===== src/rtl/async_fifo.sv =====
// Byte-wide FIFO on a single clock that keeps the two-domain pointer structure:
// Gray-coded write/read pointers cross to the opposite side through SYNC_STAGES
// flops, so full and empty are conservative but can never overflow or underflow.
// ADDR_WIDTH must be at least 2 for the full comparison below.
module async_fifo #(
    parameter int unsigned DATA_WIDTH  = 8,
    parameter int unsigned ADDR_WIDTH  = 3,
    parameter int unsigned SYNC_STAGES = 2
) (
    input  logic                  CLK,
    input  logic                  RST,
    input  logic                  W_inc,
    input  logic [DATA_WIDTH-1:0] W_data,
    input  logic                  R_inc,
    output logic [DATA_WIDTH-1:0] R_data,
    output logic                  full,
    output logic                  empty
);

    localparam int unsigned PW    = ADDR_WIDTH + 1;
    localparam int unsigned DEPTH = 1 << ADDR_WIDTH;

    logic [DATA_WIDTH-1:0] mem_q [DEPTH];

    logic [PW-1:0] wbin_q, wbin_d, wgray_q, wgray_d;
    logic [PW-1:0] rbin_q, rbin_d, rgray_q, rgray_d;
    // wsync_q carries the write Gray pointer to the read side, rsync_q the reverse
    logic [PW-1:0] wsync_q [SYNC_STAGES];
    logic [PW-1:0] rsync_q [SYNC_STAGES];
    logic [PW-1:0] rsync_last, wsync_last;

    logic [DATA_WIDTH-1:0] rdata_q, rdata_d;
    logic                  w_en, r_en;

    assign wsync_last = wsync_q[SYNC_STAGES-1];
    assign rsync_last = rsync_q[SYNC_STAGES-1];

    // Flags come straight from registers; full compares against the read
    // pointer with its wrap and MSB-1 bits inverted (Gray equivalent of +DEPTH).
    assign empty  = (rgray_q == wsync_last);
    assign full   = (wgray_q == {~rsync_last[PW-1:PW-2], rsync_last[PW-3:0]});
    assign R_data = rdata_q;

    // Next-state for pointers and read data; each side gated only by its own flag
    always_comb begin
        w_en    = W_inc & ~full;
        r_en    = R_inc & ~empty;
        wbin_d  = wbin_q + {{ADDR_WIDTH{1'b0}}, w_en};
        rbin_d  = rbin_q + {{ADDR_WIDTH{1'b0}}, r_en};
        wgray_d = wbin_d ^ (wbin_d >> 1);
        rgray_d = rbin_d ^ (rbin_d >> 1);
        rdata_d = rdata_q;
        if (r_en) begin
            rdata_d = mem_q[rbin_q[ADDR_WIDTH-1:0]];
        end
    end

    // Storage array, intentionally not reset
    always_ff @(posedge CLK) begin
        if (w_en) begin
            mem_q[wbin_q[ADDR_WIDTH-1:0]] <= W_data;
        end
    end

    // Pointer, read-data and synchronizer state
    always_ff @(posedge CLK or negedge RST) begin
        if (!RST) begin
            wbin_q  <= '0;
            wgray_q <= '0;
            rbin_q  <= '0;
            rgray_q <= '0;
            rdata_q <= '0;
            for (int i = 0; i < SYNC_STAGES; i++) begin
                wsync_q[i] <= '0;
                rsync_q[i] <= '0;
            end
        end else begin
            wbin_q     <= wbin_d;
            wgray_q    <= wgray_d;
            rbin_q     <= rbin_d;
            rgray_q    <= rgray_d;
            rdata_q    <= rdata_d;
            wsync_q[0] <= wgray_q;
            rsync_q[0] <= rgray_q;
            for (int i = 1; i < SYNC_STAGES; i++) begin
                wsync_q[i] <= wsync_q[i-1];
                rsync_q[i] <= rsync_q[i-1];
            end
        end
    end

endmodule


===== config.mk =====
export PLATFORM = sky130hd
export DESIGN_NAME = async_fifo
export DESIGN_NICKNAME = d
export VERILOG_FILES = /design/src/rtl/async_fifo.sv
export SDC_FILE = /design/constraint.sdc
export NUM_CORES = 1
export LEC_CHECK = 0
export ABC_AREA = 1
export CAP_MARGIN = 20
export CORE_AREA = 4 4 98 100
export DETAILED_ROUTE_END_ITERATION = 8
export DIE_AREA = 0 0 102 104
export PLACE_DENSITY = 0.67
export SETUP_SLACK_MARGIN = 0.5
export SLEW_MARGIN = 20
export SYNTH_ARGS = -nofsm -noshare
export SYNTH_HDL_FRONTEND = slang
export SYNTH_SLANG_ARGS = --single-unit

===== constraint.sdc =====
create_clock -name CLK -period 5.2 [get_ports CLK]
set_input_delay 0.52 -clock CLK [delete_from_list [all_inputs] [get_ports CLK]]
set_output_delay 0.52 -clock CLK [all_outputs]
set_load 0.01 [all_outputs]

==> results of run 1 <==
[worst min-delay path by stage]
stage,slack [ns],startpoint,endpoint
after floorplan,0.22,RST,R_data[0]$_DFFE_PN0P_
after CTS,0.24,RST,wsync_last[2]$_DFF_PN0_
after global routing,0.29,RST,rsync_q[5]$_DFF_PN0_
after global placement,0.33,wsync_q[4]$_DFF_PN0_,wsync_last[0]$_DFF_PN0_
final,0.23,RST,rsync_q[5]$_DFF_PN0_
after detailed placement,0.34,rsync_q[4]$_DFF_PN0_,rsync_last[0]$_DFF_PN0_
[cell type report]
class | count | area (um^2)
multi-input combinational | 218 | 1020
timing repair buffer | 21 | 205
clock inverter | 6 | 52.6
sequential | 102 | 2870
clock buffer | 10 | 128
fill | 753 | 3950
inverter | 83 | 312
tap | 108 | 135
[cells by family after synthesis]
kind of cell             synth area share
AO/OA/AOI/OAI                     0.00204
XOR/XNOR                           0.0365
adder cells (fa/ha/maj)            0.0117
buffers and inverters              0.0914
flip-flops                          0.670
AND/OR/NAND/NOR                     0.188
[layer usage]
layer / vias up / global-route usage / share of wire
met2: 74 / 0.247 / 0.46
met4: 0 / 0.0590 / 0.017
met3: 13 / 0.0362 / 0.049
met1: 1260 / 0.235 / 0.48
met5: - / 0 / 0
li1: 1306 / - / -
[where the power goes]
part	leakage, uW	switching (uW)	internal [uW]	total, uW
registers	0.00103	197	1100	1300
logic	0.00113	529	339	868
clock network	0.0000952	281	183	464
[per-stage QoR]
step                      cell area, um^2  utilization  worst slack (ns)  total power (uW)  hold slack [ns]
final                                4730        0.545              2.90              2630            0.232
after global routing                 4730        0.545              2.65              2830            0.293
after CTS                            4730        0.545              2.83              2650            0.242
after detailed placement             4550        0.524              2.87              2190            0.337
after global placement               4550        0.524              2.88              2160            0.333
after floorplan                      4290            -              3.39              1930            0.224
[placed cells by master, fill, tap and decap left out, drive strengths merged]
| cell type | count |
|---|---|
| nor2 | 12 |
| dfrtp | 38 |
| clkbuf | 10 |
| nand3 | 38 |
| ha | 4 |
| nand2 | 149 |
| clkdlybuf4s50 | 20 |
| xnor2 | 1 |
| clkinv | 2 |
| a21oi | 1 |
| edfxtp | 64 |
| buf | 1 |
| xor2 | 13 |
| inv | 87 |
[critical path, stage by stage (launching register included)]
cell             delay, ns
dfrtp_1               0.42
inv_1                 0.08
nand2_1               0.06
nand2_1               0.05
nor2_1                0.15
nand2_1               0.09
inv_1                 0.06
clkdlybuf4s50_1       0.52
[flip-flops by register name, summed over array words and instances (netlist names)]
| signal | cells |
|---|---|
| rsync_last | 4 |
| wbin_q | 4 |
| wsync_q | 4 |
| wsync_last | 4 |
| rgray_q | 3 |
| rbin_q | 4 |
| mem_q | 64 |
| rsync_q | 4 |
| wgray_q | 3 |
| R_data | 8 |
==> flow_summary.toml, run 1 <==
[floorplanning]
dieArea_mm2 = 0.0106
core_mm2 = 0.00868
start_util = 0.494
die_h_um = 104
io_pins = 22
die_w_um = 102
rows = 34

[clocking]
cts_buffers = 9
path_clk_slew_ns = 0.10
insertion_delay_ns = 0.37
ctsHoldBuffers = 0
cts_sinks = 102
cts_root_buffer = "clkbuf_8"
clock_path_buffers = 2
ctsResizeCount = 0
cts_setup_buffers = 0
h-tree-depth = 3
cts_tree = "done"

[synth]
synthTopCellsByArea = "edfxtp_1, dfrtp_1, nand2_1"
ys_seq_area_frac = 0.670
ys_types = 17
syn_inst = 414
synth_flop_cell = "edfxtp_1"
yosys_warnings = 0
synth.top_cells.by_count = "nand2_1, inv_1, edfxtp_1"
synth_edf_count = 64
async_flop_share = 0.373
syn-cell-area_mm2 = 0.00429
synth_top_area_frac = 0.448
syn_nets = 430
syn_avg_cell_area_um2 = 10.4
synth.ff_latch_count = 102
post-synth-top-count-cell = "nand2_1"
synth_top_cell_by_area = "edfxtp_1"

[grt]
grt_pass1_wl_mm = 13.2
grt_pass1_vias = 2619
antenna_found_initial = 0
grt_usage = 0.164
overflow = 0
grt_max_degree = 39

[worst_setup_path]
worst-path-max-fanout = 3
r2r_end = "wgray_q[2]$_DFF_PN0_"
reg2reg_depth = 8
cp.arrival_ns = 1.78
crit_type = "reg2out"
regToRegStartpoint = "wbin_q[3]$_DFF_PN0_"
startpoint = "rbin_q[3]$_DFF_PN0_"
worst_ep_required_time_ns = 4.68
cp-start-kind = "register"
reg2reg_setup_slack_ns = 3.16
cp-end-kind = "output pin"
endpoint = "empty"

[routing]
ant_nets = 0
wirelength_mm = 7.98
drc = 0
drt-wirelength-per-cell_um = 14.6
viasPerCell = 4.84
num_vias = 2653
firstDrtPassIters = 5
drt_iter0_drc = 215

[pwr]
irDropWorstVdd_mv = 0.167
p_leak_uw = 0.00226
p_per_area_mw_per_mm2 = 557

[timing]
finalCriticalPeriod_ns = 2.30
finalHoldViolCount = 0
fin_crit_sh = 0.443
slew_violations = 0
finalSetupViolCount = 0
max_freq_mhz = 434
maxSlewHeadroom = 0.465
fin_skew_ns = 0.0105
finalSetupTns_ns = 0
worst_pin_slew_ns = 0.803
rsz0062_at_grt = "no"

[run]
cap_violations = 0

[layout]
n_antenna_cell = 0
instances_no_fill = 548
areaGrowthSynthToFinish_pct = 10.3
layout.nets = 451
drive_gt1_frac = 0.0614

[min_path]
hold_class = "in2async"

[place]
dp_cells = 532
dp_hpwl_mm = 5.37
io_buffers = 21
place_congestion = 0.802

[outcome]
status = "completed"
Power figures use the tool's default switching activity.
==> run 2: changes to the inputs <==
Settings changed: PLACE_DENSITY 0.67 to 0.7.
Clock period 5.2 ns to 1.9 ns, I/O delays scaled along.
==> run 2 against run 1 <==
Combinational power rose to 3.9 times the previous value. Critical path depth is 3 higher. Clock power grew to 2.7 times the previous value. Total power increased to 3.1 times the previous value. Flip-flop and latch count unchanged. Non-clock buffer count is 30 higher. Clock-buffer cell count grew 2. Sequential power rose to 2.6 times the previous value. Global-route usage is 0.24 points lower. Die area unchanged. Largest cell class unchanged. Highest routed layer unchanged.
==> flow_summary.toml, run 2 (synthesized netlist as in run 1, its figures left out) <==
[min_path]
min_from = "wsync_q[7]$_DFF_PN0_"
min_delay_worst_endpoint = "wsync_last[3]$_DFF_PN0_"
min_path_cells = 0
hold_class = "reg2reg"

[floorplanning]
core_mm2 = 0.00868
rows = 34
die_h_um = 104
dieArea_mm2 = 0.0106
die_w_um = 102
io_pins = 22
start_util = 0.494

[worst_setup_path]
cp-start-kind = "register"
worst-path-max-fanout = 3
cp.arrival_ns = 2.00
cp_cell_sequence = "inv_2, nand2_2, nand2_2, nor2_4, buf_6, a21oi_4, ha_4, ha_4, xor2_4, xor2_1"
worst_ep_required_time_ns = 2.18
crit_type = "reg2reg"
cp-end-kind = "register"
slowest_stage = "dfrtp_1"
regToRegStartpoint = "rbin_q[3]$_DFF_PN0_"
r2r_end = "rgray_q[1]$_DFF_PN0_"
cpPeakStageDelay_ns = 0.42
reg2reg_setup_slack_ns = 0.19
reg2reg_depth = 10

[place]
dp_cells = 547
place_congestion = 0.727
io_buffers = 21
place_area_mm2 = 0.00473
pre_cts_ws_ns = 0.129
dp_hpwl_mm = 5.06

[layout]
fillCellCount = 704
layout.nets = 481
largest_reg_flops = 64
instances_no_fill = 578
n_antenna_cell = 0
mostFrequentLayoutCell = "nand2_1"
areaGrowthSynthToFinish_pct = 20.4
layout_common_cells = "nand2_1, inv_1, edfxtp_1, dfrtp_1, nand3_1"
multi_input_area_mm2 = 0.00119
ff_latch_area_mm2 = 0.00288
drive_gt1_frac = 0.183
final_design_area_no_fill_mm2 = 0.00516

[routing]
ant_nets = 0
drt-wirelength-per-cell_um = 14.1
num_vias = 2748
viasPerCell = 4.75
firstDrtPassIters = 4
drt_iter0_drc = 133
wirelength_mm = 8.18
drc = 0

[clocking]
clock_path_buffers = 2
insertion_delay_ns = 0.36
path_clk_slew_ns = 0.09
cts_sinks = 102
cts_tree = "done"
cts_buffers = 9
cts_root_buffer = "clkbuf_8"
h-tree-depth = 3

[grt]
grt_max_degree = 33
grt_pass1_wl_mm = 13.1
antenna_found_initial = 0
grt_pass1_vias = 2710
grt_usage = 0.162
overflow = 0

[timing]
slew_violations = 0
max_freq_mhz = 584
finalSetupViolCount = 0
finalHoldViolCount = 0
fin_crit_sh = 0.902
finalSetupTns_ns = 0
rsz0062_at_grt = "yes"
fin_skew_ns = 0.0116
worst_pin_slew_ns = 0.588
finalCriticalPeriod_ns = 1.71
maxSlewHeadroom = 0.608
setup_ws_ns = 0.187

[pwr]
p_leak_uw = 0.00245
p_per_area_mw_per_mm2 = 1560
p_total_uw = 8050
irDropWorstVdd_mv = 0.675

[outcome]
status = "completed"

[run]
cap_violations = 0
run 2: cell count changes in the layout (fill, tap and decap cells not counted), moves of 7 or more:
cell,delta
clkdlybuf4s50_1,-10
nor2_1,-10
dlygate4sd2_1,+8
buf_4,+18
nor2_2,+7
buf_6,+9
run 2: how the worst max path moves through the flow:
stage / end / slack (ns) / from
finish: rgray_q[1]$_DFF_PN0_ / 0.19 / rbin_q[3]$_DFF_PN0_
global route: rgray_q[2]$_DFF_PN0_ / 0.08 / rbin_q[3]$_DFF_PN0_
CTS: wgray_q[2]$_DFF_PN0_ / 0.20 / wgray_q[0]$_DFF_PN0_
detailed placement: wgray_q[2]$_DFF_PN0_ / 0.13 / wbin_q[3]$_DFF_PN0_
global placement: wgray_q[1]$_DFF_PN0_ / 0.23 / rsync_last[1]$_DFF_PN0_
floorplan: wgray_q[1]$_DFF_PN0_ / 0.23 / rsync_last[1]$_DFF_PN0_
run 2: worst max-delay path: cells and delay by family (launching register included):
family          cells  cell delay (ns)
fa+ha+maj           2             0.32
flops               1             0.42
xor+xnor            2             0.35
simple gates        3             0.19
compound gates      1             0.16
buf+inv             2             0.19
run 2: metrics by stage:
| step | hold slack, ns | util |
|---|---|---|
| 2_1_floorplan | -0.106 | - |
| 3_3_place_gp | 0.220 | 0.545 |
| 3_5_place_dp | 0.221 | 0.545 |
| 4_1_cts | 0.357 | 0.590 |
| 5_1_grt | 0.360 | 0.595 |
| 6_report | 0.353 | 0.595 |
run 2: area by class of cell:
type	instances	area share
clock buffer	12	0.0288
sequential	102	0.557
timing repair buffer	51	0.0904
inverter	83	0.0613
clock inverter	4	0.00582
tap	108	0.0262
multi-input combinational	218	0.230
run 2: what timing repair did:
item | CTS | global route
hold buffers | 1 | 0
hold endpoints to repair | 25 | 0
pin swaps | 15 | 6
setup buffers | 13 | 1
setup endpoints to repair | 93 | 86
gates resized for setup | 42 | 14
run 2: report_power, final:
group	switching (uW)	internal, uW
combinational	1940	1430
clock	718	538
sequential	392	3030
run 2: metal layers:
layer | global-route usage | part of all wire
met4 | 0.0478 | 0.017
met3 | 0.0416 | 0.037
met5 | 0 | 0
met1 | 0.206 | 0.43
met2 | 0.271 | 0.52
==> run 3: changes to the inputs <==
Settings changed: ABC_AREA 1 to 0, CORE_AREA 4 4 98 100 to 4 4 93 95, DIE_AREA 0 0 102 104 to 0 0 97 99.
==> run 3 against run 2 <==
The flow now finishes with violations (setup timing). Final area fell by 8.2%. Sequential share of layout area rose by 5.0 points. Via count fell by 35%. Clock-buffer cell count fell by 2. Core utilization rose by 1.8 points. Largest cell class unchanged. Fmax fell by 11%. Register-to-register slack got worse by 0.21 ns. Non-clock buffer count fell by 8. Sequential power rose by 1%. First-iteration DRC count fell by 39%. Flip-flop and latch count did not move. Critical path depth fell by 3.
==> flow_summary.toml, run 3 <==
[outcome]
status = "finished with violations"
violations = "setup timing"

[grt]
grt_pass1_wl_mm = 10.9
met2_usage = 0.266
overflow = 0
antenna_found_initial = 0
grt_max_degree = 39
grt.busiest_layer = "met2"
use_met1 = 0.187
grt_pass1_vias = 1977
gr-usage-met3 = 0.0389
grt_usage = 0.153

[floorplanning]
io_pins = 22
core_mm2 = 0.00773
die_w_um = 97
dieArea_mm2 = 0.00960
die_h_um = 99
rows = 32
start_util = 0.497

[worst_setup_path]
endpoint = "wgray_q[2]$_DFF_PN0_"
path_buf_inv = 1
cp_num_cells = 7
cp-end-kind = "register"
cp.arrival_ns = 2.17
crit_type = "reg2reg"
reg2reg_depth = 7
slowest_stage = "dfrtp_1"
regToRegStartpoint = "rsync_last[1]$_DFF_PN0_"
worst-path-max-fanout = 3
startpoint = "rsync_last[1]$_DFF_PN0_"
worst_path_most_repeated_cell = "ha_4"
worst_ep_required_time_ns = 2.14
cpPeakStageDelay_ns = 0.42
cp_cell_sequence = "xor2_2, o41ai_4, inv_2, ha_4, ha_4, xor2_4, xor2_1"
path_delay_family = "XOR/XNOR gates"
reg2reg_setup_slack_ns = -0.03
r2r_end = "wgray_q[2]$_DFF_PN0_"
cp-start-kind = "register"

[clocking]
cts_root_buffer = "clkbuf_8"
insertion_delay_ns = 0.35
path_clk_slew_ns = 0.10
clock_path_buffers = 2
cts_buffers = 9
h-tree-depth = 3
cts_tree = "done"
cts_sinks = 102

[pwr]
p_total_uw = 7620
p_per_area_mw_per_mm2 = 1610
irDropWorstVdd_mv = 0.759
p_leak_uw = 0.00177

[place]
io_buffers = 21
dp_hpwl_mm = 4.07
place_congestion = 0.728
pre_cts_ws_ns = -0.0328
place_area_mm2 = 0.00438

[timing]
finalSetupViolCount = 3
maxSlewHeadroom = 0.436
finalHoldViolCount = 0
max_freq_mhz = 519
rsz0062_at_grt = "yes"
setup_ws_ns = -0.0259
slew_violations = 0
fin_skew_ns = 0.0133
fin_crit_sh = 1.01
worst_pin_slew_ns = 0.846
finalCriticalPeriod_ns = 1.93
finalSetupTns_ns = -0.0369

[synth]
post-synth-top-count-cell = "edfxtp_1"
synth_flop_cell = "edfxtp_1"
syn_nets = 197
ys_types = 23
syn_inst = 181
synthTopCellsByArea = "edfxtp_1, dfrtp_1, mux4_1"
synth_top_cell_by_area = "edfxtp_1"
async_flop_share = 0.373
ys_seq_area_frac = 0.748
synth_top_area_frac = 0.500
yosys_warnings = 0
syn-cell-area_mm2 = 0.00384
synth.ff_latch_count = 102
synth_edf_count = 64
synth.top_cells.by_count = "edfxtp_1, dfrtp_1, mux2_2, xor2_1, mux4_1"
syn_avg_cell_area_um2 = 21.2

[routing]
firstDrtPassIters = 4
num_vias = 1778
wirelength_mm = 6.60
ant_nets = 0
drt-wirelength-per-cell_um = 19.7
viasPerCell = 5.31
drc = 0
drt_iter0_drc = 81

[layout]
final_design_area_no_fill_mm2 = 0.00474
areaGrowthSynthToFinish_pct = 23.3
ff_latch_area_mm2 = 0.00288
n_antenna_cell = 0
largest_reg_flops = 64
layout_common_cells = "edfxtp_1, dfrtp_1, mux2_4, buf_4, mux4_2"
drive_gt1_frac = 0.378
multi_input_area_mm2 = 0.00111
mostFrequentLayoutCell = "edfxtp_1"
layout.nets = 244
fillCellCount = 531

[run]
cap_violations = 0

[min_path]
hold_class = "reg2reg"
==> run 3: changes by cell type in the layout (fill, tap and decap cells not counted), moves of 4 or more <==
cell,previous run,this run
mux4_2,0,11
nor3_1,0,4
nor2_2,7,0
nand2_2,8,0
mux2_4,0,15
nand3_1,36,1
buf_6,9,2
xnor2_2,0,4
inv_1,78,1
mux4_1,0,5
nand2_1,140,1
==> run 3: cell families after synthesis <==
logic type | after synthesis | synth area share
XOR/XNOR | 18 | 0.0410
multiplexers | 32 | 0.152
buffers and inverters | 9 | 0.0173
AO/OA/AOI/OAI | 2 | 0.00716
adder cells (fa/ha/maj) | 4 | 0.0130
flip-flops | 102 | 0.748
AND/OR/NAND/NOR | 14 | 0.0215
==> run 3: report_power, final <==
part / total, uW / leakage (uW) / internal [uW] / switching (uW)
clock network: 1260 / 0.0000982 / 532 / 731
registers: 3470 / 0.00102 / 3030 / 438
logic: 2890 / 0.000652 / 1670 / 1210
==> run 3: cell type report <==
cell class,count,area share
Multi-Input combinational cell,70,0.235
Tap cell,102,0.0269
Sequential cell,102,0.607
Inverter,2,0.00158
Clock inverter,6,0.0106
Timing Repair Buffer,43,0.0895
Clock buffer,10,0.0291
==> run 3: worst min-delay path by stage <==
stage / start / endpoint / depth (start not counted)
5_1_grt: wsync_q[6]$_DFF_PN0_ / wsync_last[2]$_DFF_PN0_ / 0
6_report: wsync_q[5]$_DFF_PN0_ / wsync_last[1]$_DFF_PN0_ / 0
3_5_place_dp: RST / rsync_q[4]$_DFF_PN0_ / 1
3_3_place_gp: RST / rsync_last[1]$_DFF_PN0_ / 1
2_1_floorplan: RST / R_data[0]$_DFFE_PN0P_ / 0
4_1_cts: wsync_q[6]$_DFF_PN0_ / wsync_last[2]$_DFF_PN0_ / 0
==> run 3: worst reg2reg max path: cells and delay by family (launching register included) <==
| kind | cells | cell delay, ns |
|---|---|---|
| XOR/XNOR | 3 | 0.56 |
| flip-flops | 1 | 0.42 |
| adder cells (fa/ha/maj) | 2 | 0.35 |
| buffers and inverters | 1 | 0.09 |
| AO/OA/AOI/OAI | 1 | 0.40 |
==> run 3: layer usage <==
metal	part of all wire	wire length (um)	up-vias
li1	-	-	798
met1	0.41	2700	945
met2	0.54	3570	28
met3	0.037	244	7
met4	0.012	78	0
met5	0	0	-
==> run 3: timing repair <==
item | 4_1_cts | 5_1_grt
hold endpoints to repair | 38 | 0
pin swaps | 4 | 7
gates cloned | 1 | 0
gates resized for setup | 31 | 5
hold buffers | 1 | 0
setup buffers | 4 | 2
endpoints found under the setup margin | 96 | 88
==> run 3: per-stage QoR <==
step / util / cells / hold slack [ns]
6_report: 0.613 / 335 / 0.364
5_1_grt: 0.613 / 335 / 0.369
4_1_cts: 0.607 / 333 / 0.362
3_5_place_dp: 0.566 / 311 / 0.340
3_3_place_gp: 0.566 / 311 / 0.329
2_1_floorplan: - / 181 / -0.106
